===== src/rtl/mem_pkg.sv =====
// rtl/mem_pkg.sv - shared types and constants for the MEM-stage SRAM controller
package mem_pkg;

  typedef enum logic [1:0] {
    IDLE,
    ACCESS,
    DONE
  } state_t;

  localparam logic [31:0] DATA_MEM_BASE     = 32'd1024;
  localparam int          DEFAULT_SRAM_WAIT = 5;

endpackage


===== src/rtl/sram_wait_counter.sv =====
// rtl/sram_wait_counter.sv - SRAM access wait counter with clear, enable and terminal count
module sram_wait_counter
  import mem_pkg::*;
#(
  parameter int WAIT = DEFAULT_SRAM_WAIT
) (
  input  logic clk,
  input  logic rst,
  input  logic clear,
  input  logic enable,
  output logic tc
);

  logic [3:0] count;

  always_ff @(posedge clk) begin
    if (rst || clear) begin
      count <= 4'd0;
    end else if (enable) begin
      count <= count + 4'd1;
    end
  end

  // tc marks the last of WAIT enabled cycles counted from a clear
  assign tc = (count == 4'(WAIT - 1));

endmodule


===== src/rtl/mem_stage_sram_ctrl.sv =====
// rtl/mem_stage_sram_ctrl.sv - MEM-stage controller driving a multi-cycle SRAM and stalling the pipeline
module mem_stage_sram_ctrl
  import mem_pkg::*;
#(
  parameter int SRAM_WAIT = DEFAULT_SRAM_WAIT,
  parameter int ADDR_W    = 17
) (
  input  logic              clk,
  input  logic              rst,
  input  logic              MEM_R_EN,
  input  logic              MEM_W_EN,
  input  logic [31:0]       ALU_result,
  input  logic [31:0]       Val_Rm,
  output logic [31:0]       Mem_read_value,
  output logic              ready,
  output logic              freeze,
  output logic [ADDR_W-1:0] sram_addr,
  output logic [31:0]       sram_wdata,
  output logic              sram_we_n,
  input  logic [31:0]       sram_rdata
);

  state_t state;
  logic   req;
  logic   is_load;
  logic   wait_tc;

  assign req     = MEM_R_EN | MEM_W_EN;
  // a simultaneous read and write request is treated as a store
  assign is_load = MEM_R_EN & ~MEM_W_EN;

  sram_wait_counter #(
    .WAIT(SRAM_WAIT)
  ) u_wait (
    .clk   (clk),
    .rst   (rst),
    .clear ((state == IDLE) & req),
    .enable(state == ACCESS),
    .tc    (wait_tc)
  );

  always_ff @(posedge clk) begin
    if (rst) begin
      state          <= IDLE;
      Mem_read_value <= 32'd0;
    end else begin
      case (state)
        IDLE:    if (req) state <= ACCESS;
        ACCESS: begin
          if (wait_tc) begin
            state <= DONE;
            if (is_load) Mem_read_value <= sram_rdata;
          end
        end
        DONE:    state <= IDLE;
        default: state <= IDLE;
      endcase
    end
  end

  assign ready      = (state == DONE);
  assign freeze     = req & ~ready;
  assign sram_addr  = ADDR_W'((ALU_result - DATA_MEM_BASE) >> 2);
  assign sram_wdata = Val_Rm;
  assign sram_we_n  = ~((state == ACCESS) & MEM_W_EN);

endmodule


===== config.mk =====
export PLATFORM = sky130hd
export DESIGN_NAME = mem_stage_sram_ctrl
export DESIGN_NICKNAME = d
export VERILOG_FILES = /design/src/rtl/mem_pkg.sv /design/src/rtl/sram_wait_counter.sv /design/src/rtl/mem_stage_sram_ctrl.sv
export SDC_FILE = /design/constraint.sdc
export NUM_CORES = 1
export LEC_CHECK = 0
export BUFFER_PORTS_ARGS = -buffer_cell sky130_fd_sc_hd__clkbuf_2
export CAP_MARGIN = 20
export CORE_UTILIZATION = 39
export CTS_BUF_LIST = sky130_fd_sc_hd__clkbuf_4
export DETAILED_ROUTE_END_ITERATION = 12
export PLACE_DENSITY = 0.82
export SYNTH_ARGS = -nofsm -noshare
export SYNTH_HDL_FRONTEND = slang
export SYNTH_SLANG_ARGS = --single-unit

===== constraint.sdc =====
create_clock -name clk -period 1.6 [get_ports clk]
set_input_delay 0.4 -clock clk [delete_from_list [all_inputs] [get_ports clk]]
set_output_delay 0.4 -clock clk [all_outputs]
set_load 0.02 [all_outputs]

=== Yosys cells after proc, flatten, opt, wreduce, memory -nomap -nowiden ===
Index checks and enable logic that the tools add are counted.

* $add $sub $neg: 2
* Multiply operators: 0
* Div/mod/pow operators: 0
* Magnitude comparators: 0
* Equality and inequality tests: 5
* Shift-type cells: 0
* Muxes and demuxes: 3
* Bitwise gates (word level): 8
* Reductions and logical operators: 4

{| class="wikitable"
|+ Operators by type and width
! cell !! count
|-
| $sub A19 B11 Y19 const B || 1
|-
| $add A4 B1 Y4 const B || 1
|-
| $and A1 B1 Y1 || 4
|-
| $eq A4 B3 Y1 const B || 1
|-
| $mux W2 || 2
|-
| $ne A2 B2 Y1 const B || 2
|-
| $pmux W2 S2 || 1
|-
| $not A1 Y1 || 3
|-
| $reduce_and A3 Y1 || 1
|-
| $eq A2 B1 Y1 const B || 1
|-
| $eq A2 B2 Y1 const B || 1
|-
| $logic_not A2 Y1 || 1
|-
| $reduce_and A2 Y1 || 1
|-
| $logic_or A1 B1 Y1 || 1
|-
| $or A1 B1 Y1 || 1
|}

* Bits in registers: 38
* Bits in latches: 0
* Memory bits (writable): 0
* Bits in read-only memories: 0
* Word-level logic and storage cells: 25
* Memories kept: 0

=== Longest topological paths before layout ===
Gate-level depths: netlist of run 1.

* Depth in word-level cells: 3
* Mapped depth: 7
* Mapped depth without buffers: 5

=== Cells and area by module ===
From an unflattened synthesis of run 1, not the netlist that was laid out.

* Cell total of the unflattened synthesis: 236
* Area total of the unflattened synthesis: 2207.1 µm²

{| class="wikitable"
|+ By module, submodules not included
! module !! times used !! cells each !! area each (µm²) !! sequential area each (µm²)
|-
| mem_stage_sram_ctrl || 1 || 214 || 2001.9 || 680.7
|-
| sram_wait_counter || 1 || 22 || 205.2 || 80.1
|}

=== Least setup slack after synthesis of run 1 ===
OpenSTA, ideal clock, no wires.

* Kind: in2out
* Start point: input ALU_result[10]
* End point: output sram_addr[16]
* Arrival: 1.313 ns
* Data required time: 1.200 ns
* Setup slack: -0.113 ns
* Cell stages on the path: 4
* Path buffers: 0
* Cell sequence: inv_1 ha_1 nand4b_1 xnor2_1

* Word-level cells in the longest chain between the ends: 1

{| class="wikitable"
|+ Ends and longest elaborated chain
! item !! RTL line !! RTL
|-
| start, declared || mem_stage_sram_ctrl.sv:12 || <nowiki>input logic [31:0] ALU_result,</nowiki>
|-
| $sub A19 B11 Y19 || mem_stage_sram_ctrl.sv:63 || <nowiki>assign sram_addr = ADDR_W'((ALU_result - DATA_MEM_BASE) >> 2);</nowiki>
|-
| end, declared || mem_stage_sram_ctrl.sv:17 || <nowiki>output logic [ADDR_W-1:0] sram_addr,</nowiki>
|}

No other way between the ends.

=== Final worst setup path of run 1 ===
* Start point: input ALU_result[14]
* End point: output sram_addr[16]

Same word-level chain as after synthesis.

==> impl_metrics.json, run 1 <==
{
  "via_count": 1655,
  "synth-edff-count": 0,
  "dp_hpwl_um": 2930,
  "cts_tree": "done",
  "die_h_um": 74.3,
  "synth_cell_types": 28,
  "clk_latency_ps": 330,
  "synth.area.top_cells": "dfxtp_1 37%, mux2i_1 16%, buf_4 15%, nand2_1 13%, buf_12 2.9%",
  "grt_pass1_vias": 1467,
  "worstSetupPathType": "input port to primary output",
  "violations": "setup timing",
  "antenna_found_initial": 0,
  "avgSynthCellArea_um2": 8.67,
  "maxSlewViolCount": 0,
  "synth_top_area_share_pct": 37.3,
  "die_area_mm2": 0.00552,
  "hp-class": "input port to flop",
  "rows": 25,
  "drv_cap": 0,
  "core_mm2": 0.00488,
  "ys_ff_latch": 38,
  "finalNonFillerCells": 364,
  "syn_to_final_growth_pct": 26.5,
  "fin_worst_skew_ps": 10.1,
  "cts.sinks": 38,
  "root_buffer": "clkbuf_4",
  "rsz0062_at_grt": "true",
  "p_per_area_mw_per_mm2": 652,
  "synthArstFlopShare_pct": 0,
  "nFillCells": 457,
  "dp.cells": 352,
  "gr-total-overflow": 0,
  "period_needed_ps": 1710,
  "ir_worst_vdd_v": 0.000397,
  "first_iter_violations": 39,
  "total_power_w": 0.00168,
  "final_cell_mix": "77 x clkbuf_2, 68 x nand2_1, 35 x dfxtp_1",
  "wirelength_um": 4270,
  "cp_data_required_time_ps": 1200,
  "run_status": "finished with violations",
  "path_clk_slew_ps": 100,
  "cp.arrival_ps": 1310,
  "syn_nets": 338,
  "initial_core_util_pct": 41.8,
  "nets": 400,
  "first_pass_iters": 3,
  "rr_worst_depth": 6,
  "worstMarginPinSlew_ps": 480,
  "timing.final.ws_setup_ps": -109,
  "cts_buffers": 5,
  "grt_first_pass_wirelength_um": 6000,
  "gp_congestion": 0.797,
  "dp_slack_ps": -134,
  "end_kind": "primary output",
  "syn_inst": 235,
  "path_max_fanout": 4,
  "ant_nets": 0,
  "min_path_cells": 2,
  "layout_commonest_cell": "clkbuf_2",
  "netlist_area_mm2": 0.00204,
  "clockBufferDepth": 2,
  "slew_headroom_pct": 67.8,
  "yosysSeqAreaShare_pct": 37.3,
  "drc": 0,
  "chipWidth_um": 74.3,
  "io_pins": 184,
  "viasPerCell": 4.55,
  "startpoint_type": "input port",
  "h-tree-depth": 2,
  "drive_gt1_share_pct": 44.1,
  "wl_per_cell_um": 11.7,
  "num_antenna_cells": 0,
  "synth_top_cell_by_area": "dfxtp_1",
  "p_leak_nw": 1.18,
  "grt_max_degree": 52,
  "synthFlopType": "dfxtp_1",
  "hold_buffers": 0,
  "grtUsageTotal_pct": 13.9,
  "io_buffers": 88,
  "fmax_ghz": 0.585,
  "setup_violations": 3,
  "fin_crit_sh_pct": 107,
  "yosys_warnings": 0,
  "hold_viol": 0
}
==> Yosys cell counts, types with 2 or more instances <==
library cell,instances
dfxtp_1,38
mux2i_1,32
ha_1,3
inv_1,6
nor2_1,7
nand2_1,69
xnor2_1,6
buf_12,3
nor3_1,3
buf_4,40
nand3b_1,2
clkbuf_1,6
nand3_1,2
xor2_1,3
a21oi_1,2
==> worst max-delay path, cell delays in order <==
cell and delay (ps):
buf_8 100, nor3_4 190, buf_6 130, nand4b_1 140, xnor2_2 190, clkbuf_8 160
==> flip-flops by register name (all words and copies together), names as in the netlist <==
| register | count |
|---|---|
| u_wait.count | 4 |
| state | 2 |
| Mem_read_value | 32 |
==> cells by family (layout without fill, tap and decap cells) <==
| family | count (synthesis) | count (layout) | share of synthesized area, % |
|---|---|---|---|
| buffers and inverters | 57 | 119 | 20.7 |
| AOI/OAI and AO/OA | 5 | 5 | 1.53 |
| xor gates and xnor gates | 9 | 9 | 3.87 |
| muxes | 32 | 32 | 15.7 |
| DFF | 38 | 38 | 37.3 |
| adders and majority gates | 3 | 3 | 1.84 |
| and+or+nand+nor | 91 | 91 | 19.0 |
==> power by group <==
part           switching [W]  leakage (nW)  internal, W
Sequential        0.00000452         0.308     0.000949
Combinational       0.000131         0.838     0.000139
Clock               0.000298        0.0308     0.000158
Total               0.000434          1.18      0.00125
==> what timing repair did <==
action                                  4_1_cts  5_1_grt
gates cloned                                  0        2
endpoints found under the setup margin        8       28
pin swaps                                     5        5
resized for setup                            16       28
buffers inserted                              0        3
==> final cells by class <==
type	count	area, µm²	share of cell area (%)
sequential	38	767	29.7
multi-input combinational	140	938	36.4
tap	67	83.8	3.25
inverter	6	22.5	0.873
clock buffer	5	37.5	1.46
timing repair buffer	106	719	27.9
clock inverter	2	10.0	0.388
==> stage by stage <==
| step | hold WS, ps | TNS [ps] | area (µm²) | utilization [%] |
|---|---|---|---|---|
| global placement | 441 | -291 | 2320 | 47.6 |
| floorplan | 454 | -27.6 | 2080 | - |
| CTS | 238 | -201 | 2440 | 50.0 |
| detailed placement | 447 | -446 | 2320 | 47.6 |
| finish | 247 | -215 | 2580 | 52.8 |
| global route | 232 | -440 | 2580 | 52.8 |
==> path summary, 6_finish.rpt <==
kind / startpoint / to / slack (ps)
setup / recovery: ALU_result[14] / sram_addr[16] / -110
setup reg to reg: u_wait.count[1] / Mem_read_value[22] / 100
hold / removal: rst / state[0] / 250
hold reg to reg: Mem_read_value[10] / Mem_read_value[10] / 460
==> metal layers <==
| metal | vias to the layer above | track usage, % | share of wire (%) |
|---|---|---|---|
| met5 | - | 0 | 0 |
| met4 | 0 | 4.82 | 1.2 |
| met3 | 10 | 4.88 | 6.8 |
| met2 | 75 | 26.6 | 51 |
| met1 | 740 | 13.9 | 40 |
| li1 | 830 | - | - |
No activity file was read; power rests on OpenSTA's default activity.
==> run 2: changes to the inputs <==
--- a/config.mk
+++ b/config.mk
@@ -7,10 +7,10 @@
 export LEC_CHECK = 0
 export BUFFER_PORTS_ARGS = -buffer_cell sky130_fd_sc_hd__clkbuf_2
 export CAP_MARGIN = 20
-export CORE_UTILIZATION = 39
+export CORE_UTILIZATION = 42
 export CTS_BUF_LIST = sky130_fd_sc_hd__clkbuf_4
 export DETAILED_ROUTE_END_ITERATION = 12
-export PLACE_DENSITY = 0.82
+export PLACE_DENSITY = 0.88
 export SYNTH_ARGS = -nofsm -noshare
 export SYNTH_HDL_FRONTEND = slang
 export SYNTH_SLANG_ARGS = --single-unit
==> constraint.sdc (replaced) <==
create_clock -name clk -period 2.1 [get_ports clk]
set_input_delay 0.21 -clock clk [delete_from_list [all_inputs] [get_ports clk]]
set_output_delay 0.21 -clock clk [all_outputs]
set_load 0.02 [all_outputs]
==> impl_metrics.json, run 2 (synthesis results as in run 1) <==
{
  "run_status": "finished clean",
  "core_mm2": 0.00450,
  "grt_use_met2_pct": 27.7,
  "fin_worst_skew_ps": 6.23,
  "dp_hpwl_um": 2980,
  "cts_tree": "done",
  "chipWidth_um": 71.7,
  "setup_violations": 0,
  "nets": 383,
  "r2r_slack_ps": 280,
  "clockBufferDepth": 2,
  "startpoint_type": "flop",
  "end_kind": "flop",
  "multi_input_area_um2": 860,
  "cp.arrival_ps": 2080,
  "final_cell_mix": "88 x clkbuf_2, 69 x nand2_1, 38 x dfxtp_1",
  "largest_reg_flops": 32,
  "path_clk_slew_ps": 120,
  "die_h_um": 71.7,
  "r2r_start": "u_wait.count[0]",
  "worstSetupPathType": "flop to flop",
  "p_leak_nw": 1.03,
  "min_to": "state[0]",
  "drc": 0,
  "first_pass_iters": 4,
  "grt_pass1_vias": 1358,
  "grtUsageTotal_pct": 14.4,
  "hold_viol": 0,
  "fmax_ghz": 0.550,
  "first_iter_violations": 51,
  "num_antenna_cells": 0,
  "use_met1_pct": 14.6,
  "ir_worst_vdd_v": 0.000277,
  "rsz0062_at_grt": "false",
  "p_per_area_mw_per_mm2": 607,
  "worstMarginPinSlew_ps": 650,
  "grt_max_degree": 35,
  "h-tree-depth": 2,
  "fin_util_pct": 49.9,
  "cts.sinks": 38,
  "io_buffers": 88,
  "drive_gt1_share_pct": 35.6,
  "rr_worst_depth": 5,
  "r2r_end": "Mem_read_value[19]",
  "path_max_fanout": 32,
  "via_count": 1604,
  "grt_busiest_layer": "met2",
  "root_buffer": "clkbuf_4",
  "grt_first_pass_wirelength_um": 5820,
  "clk_latency_ps": 330,
  "io_pins": 184,
  "drv_cap": 0,
  "top_register": "Mem_read_value",
  "rows": 24,
  "wl_per_cell_um": 11.9,
  "gr-total-overflow": 0,
  "nFillCells": 429,
  "antenna_found_initial": 0,
  "layout_commonest_cell": "clkbuf_2",
  "min_path_cells": 2,
  "die_area_mm2": 0.00514,
  "viasPerCell": 4.82,
  "finalSetupTns_ps": 0,
  "maxSlewViolCount": 0,
  "cp_data_required_time_ps": 2370,
  "reg_top3": "Mem_read_value: 32 flops, u_wait.count: 4 flops, state: 2 flops",
  "min_from": "rst",
  "hp-class": "input port to flop",
  "initial_core_util_pct": 45.3,
  "seq_area_um2": 761,
  "ant_nets": 0,
  "period_needed_ps": 1820,
  "gp_congestion": 0.626,
  "cts_buffers": 5,
  "wirelength_um": 3950,
  "groute.layer.met3.usage_pct": 4.78,
  "fin_crit_sh_pct": 86.5,
  "slew_headroom_pct": 56.6,
  "syn_to_final_growth_pct": 10.2,
  "postCtsSetupBuffers": 0
}
run 2: cell types whose count changed in the layout (fill, tap and decap cells not counted), sizes merged:
cell    before  now
clkbuf      87   93
bufinv       0    1
buf         24    1
run 2: where the power goes:
part | internal (W) | leakage (nW) | total, W | switching [W]
clock network | 0.000247 | 0.0450 | 0.000486 | 0.000239
registers | 0.000724 | 0.306 | 0.000729 | 0.00000481
logic | 0.0000662 | 0.675 | 0.000150 | 0.0000834
run 2: critical path, cell delays in order, from the launching register on:
cell,delay (ps)
dfxtp_1,370
inv_1,70
ha_1,130
and3b_1,210
and4b_4,700
mux2i_1,270
run 2: area by class of cell:
class,count,area share [%]
repair buffers,89,20.5
inverters,6,1.00
flip-flops and latches,38,33.9
clock inverters,3,1.78
clock buffers,5,1.67
multi-input cells,140,38.3
well taps,52,2.90
run 2: what timing repair did:
action | 4_1_cts | 5_1_grt
hold buffers | 0 | 0
resized for setup | 1 | 0
endpoints found under the setup margin | 1 | 0
hold endpoints to repair | 0 | 0
run 2: how the worst max path moves through the flow:
| stage | from | end | slack (ps) | depth (start not counted) |
|---|---|---|---|---|
| final | u_wait.count[0] | Mem_read_value[19] | 280 | 5 |
| after global routing | u_wait.count[0] | Mem_read_value[14] | 130 | 5 |
| after CTS | u_wait.count[0] | Mem_read_value[19] | 250 | 5 |
| after detailed placement | u_wait.count[0] | Mem_read_value[19] | 20 | 5 |
| after global placement | u_wait.count[0] | Mem_read_value[30] | 110 | 5 |
| after floorplan | u_wait.count[0] | Mem_read_value[0] | 640 | 7 |
run 2: metal layers:
layer	wire (µm)	vias up	share of wire, %
met1	1610	717	41
met4	42	0	1.1
met2	1960	74	50
met3	341	10	8.6
li1	-	803	-
met5	0	-	0
run 2: per-stage QoR:
step | setup slack, ps | total power (W) | hold WS, ps | area [µm²] | cells
5_1_grt | 133 | 0.00142 | 45.0 | 2250 | 333
4_1_cts | 250 | 0.00139 | 36.7 | 2250 | 333
3_5_place_dp | 20.0 | 0.000896 | 414 | 2170 | 325
2_1_floorplan | 639 | 0.000935 | 293 | 2040 | 235
6_report | 283 | 0.00136 | 61.7 | 2250 | 333
3_3_place_gp | 110 | 0.000890 | 413 | 2170 | 325
==> run 3: changes to the inputs <==
--- a/config.mk
+++ b/config.mk
@@ -11,6 +11,7 @@
 export CTS_BUF_LIST = sky130_fd_sc_hd__clkbuf_4
 export DETAILED_ROUTE_END_ITERATION = 12
 export PLACE_DENSITY = 0.88
+export REMOVE_ABC_BUFFERS = 1
 export SYNTH_ARGS = -nofsm -noshare
 export SYNTH_HDL_FRONTEND = slang
 export SYNTH_SLANG_ARGS = --single-unit
==> impl_metrics.json, run 3 (synthesis results as in run 1) <==
{
  "run_status": "finished clean",
  "h-tree-depth": 2,
  "holdWs_ps": 66.5,
  "first_pass_iters": 4,
  "top_register": "Mem_read_value",
  "first_iter_violations": 40,
  "min_path_cells": 2,
  "root_buffer": "clkbuf_4",
  "syn_to_final_growth_pct": 9.02,
  "viasPerCell": 5.00,
  "wl_per_cell_um": 19.2,
  "cp_slowest_cell": "and4b_4",
  "dp.cells": 325,
  "dp_hpwl_um": 5200,
  "gr-total-overflow": 0,
  "worstSetupPathType": "flop to flop",
  "path_max_fanout": 32,
  "slew_headroom_pct": 56.9,
  "drc": 0,
  "p_per_area_mw_per_mm2": 571,
  "postCtsSetupBuffers": 0,
  "ir_worst_vdd_v": 0.000305,
  "nets": 383,
  "period_needed_ps": 1850,
  "hold_viol": 0,
  "rr_worst_depth": 5,
  "ant_nets": 0,
  "cpPeakStageDelay_ps": 700,
  "via_count": 1665,
  "drive_gt1_share_pct": 35.2,
  "grt_first_pass_wirelength_um": 8850,
  "largest_reg_flops": 32,
  "grt_pass1_vias": 1472,
  "startpoint_type": "flop",
  "path_clk_slew_ps": 120,
  "fin_crit_sh_pct": 88.0,
  "io_buffers": 88,
  "clockBufferDepth": 2,
  "fin_worst_skew_ps": 6.68,
  "fin_util_pct": 49.3,
  "nFillCells": 445,
  "grt_max_degree": 53,
  "rsz0062_at_grt": "false",
  "rows": 24,
  "chipWidth_um": 71.7,
  "die_area_mm2": 0.00514,
  "hold_buffers": 0,
  "cp.arrival_ps": 2130,
  "initial_core_util_pct": 45.3,
  "maxSlewViolCount": 0,
  "hp-class": "input port to flop",
  "gp_congestion": 0.860,
  "antenna_found_initial": 0,
  "cts_tree": "done",
  "worstMarginPinSlew_ps": 646,
  "ctsResizeCount": 0,
  "grtUsageTotal_pct": 24.7,
  "cp_data_required_time_ps": 2380,
  "drv_cap": 0,
  "cts.sinks": 38,
  "final_cell_mix": "88 x clkbuf_2, 69 x nand2_1, 38 x dfxtp_1",
  "end_kind": "flop",
  "finalNonFillerCells": 333,
  "num_antenna_cells": 0,
  "p_leak_nw": 1.01,
  "die_h_um": 71.7,
  "fmax_ghz": 0.541,
  "wirelength_um": 6400,
  "reg_top3": "Mem_read_value: 32 flops, u_wait.count: 4 flops, state: 2 flops",
  "layout_commonest_cell": "clkbuf_2",
  "critical_path.cell_chain": "inv_1 -> ha_1 -> and3b_1 -> and4b_4 -> mux2i_1",
  "core_mm2": 0.00450,
  "cts_buffers": 5,
  "setup_violations": 0,
  "io_pins": 184,
  "clk_latency_ps": 350
}
[run 3: cell types whose count changed in the layout (fill, tap and decap cells not counted), sizes merged]
cell	previous run	this run
bufinv	1	0
clkinvlp	0	1
[run 3: layout make-up]
class | instances | area [µm²] | share of cell area [%]
Clock buffer | 5 | 37.5 | 1.69
Inverter | 6 | 22.5 | 1.01
Sequential cell | 38 | 761 | 34.2
Multi-Input combinational cell | 140 | 860 | 38.7
Timing Repair Buffer | 89 | 460 | 20.7
Clock inverter | 3 | 16.3 | 0.732
Tap cell | 52 | 65.1 | 2.93
[run 3: routing by layer]
layer / share of wire (%) / vias to the layer above / GRT usage, %
li1: - / 805 / -
met4: 1.9 / 2 / 8.28
met2: 47 / 162 / 40.6
met5: 0.53 / - / 5.05
met3: 21 / 13 / 26.0
met1: 29 / 683 / 19.0
[run 3: report_power, final]
group	internal [W]	switching [W]
registers	0.000724	0.00000491
clock network	0.000125	0.000262
logic	0.0000669	0.0000870
[run 3: through the flow]
step	setup slack, ps	setup TNS [ps]	cell area (µm²)	total power [W]
final	253	0	2220	0.00127
after global routing	163	0	2220	0.00133
after floorplan	-115	-3670	1640	0.000820
after detailed placement	23.9	0	2170	0.000897
after CTS	12.9	0	2220	0.00128
after global placement	126	0	2170	0.000892
[run 3: critical path, delay by kind of cell, from the launching register on]
family	cells	cell delay, ps
fa+ha+maj	1	150
buf+inv	1	80
flops	1	380
mux	1	270
simple gates	2	910
[run 3: worst paths after layout]
| check | from | endpoint | slack [ps] |
|---|---|---|---|
| worst max-delay path | u_wait.count[0] | Mem_read_value[11] | 250 |
| worst min-delay path | rst | state[0] | 70 |
| worst max register to register | u_wait.count[0] | Mem_read_value[11] | 250 |
| worst min register to register | Mem_read_value[31] | Mem_read_value[31] | 460 |
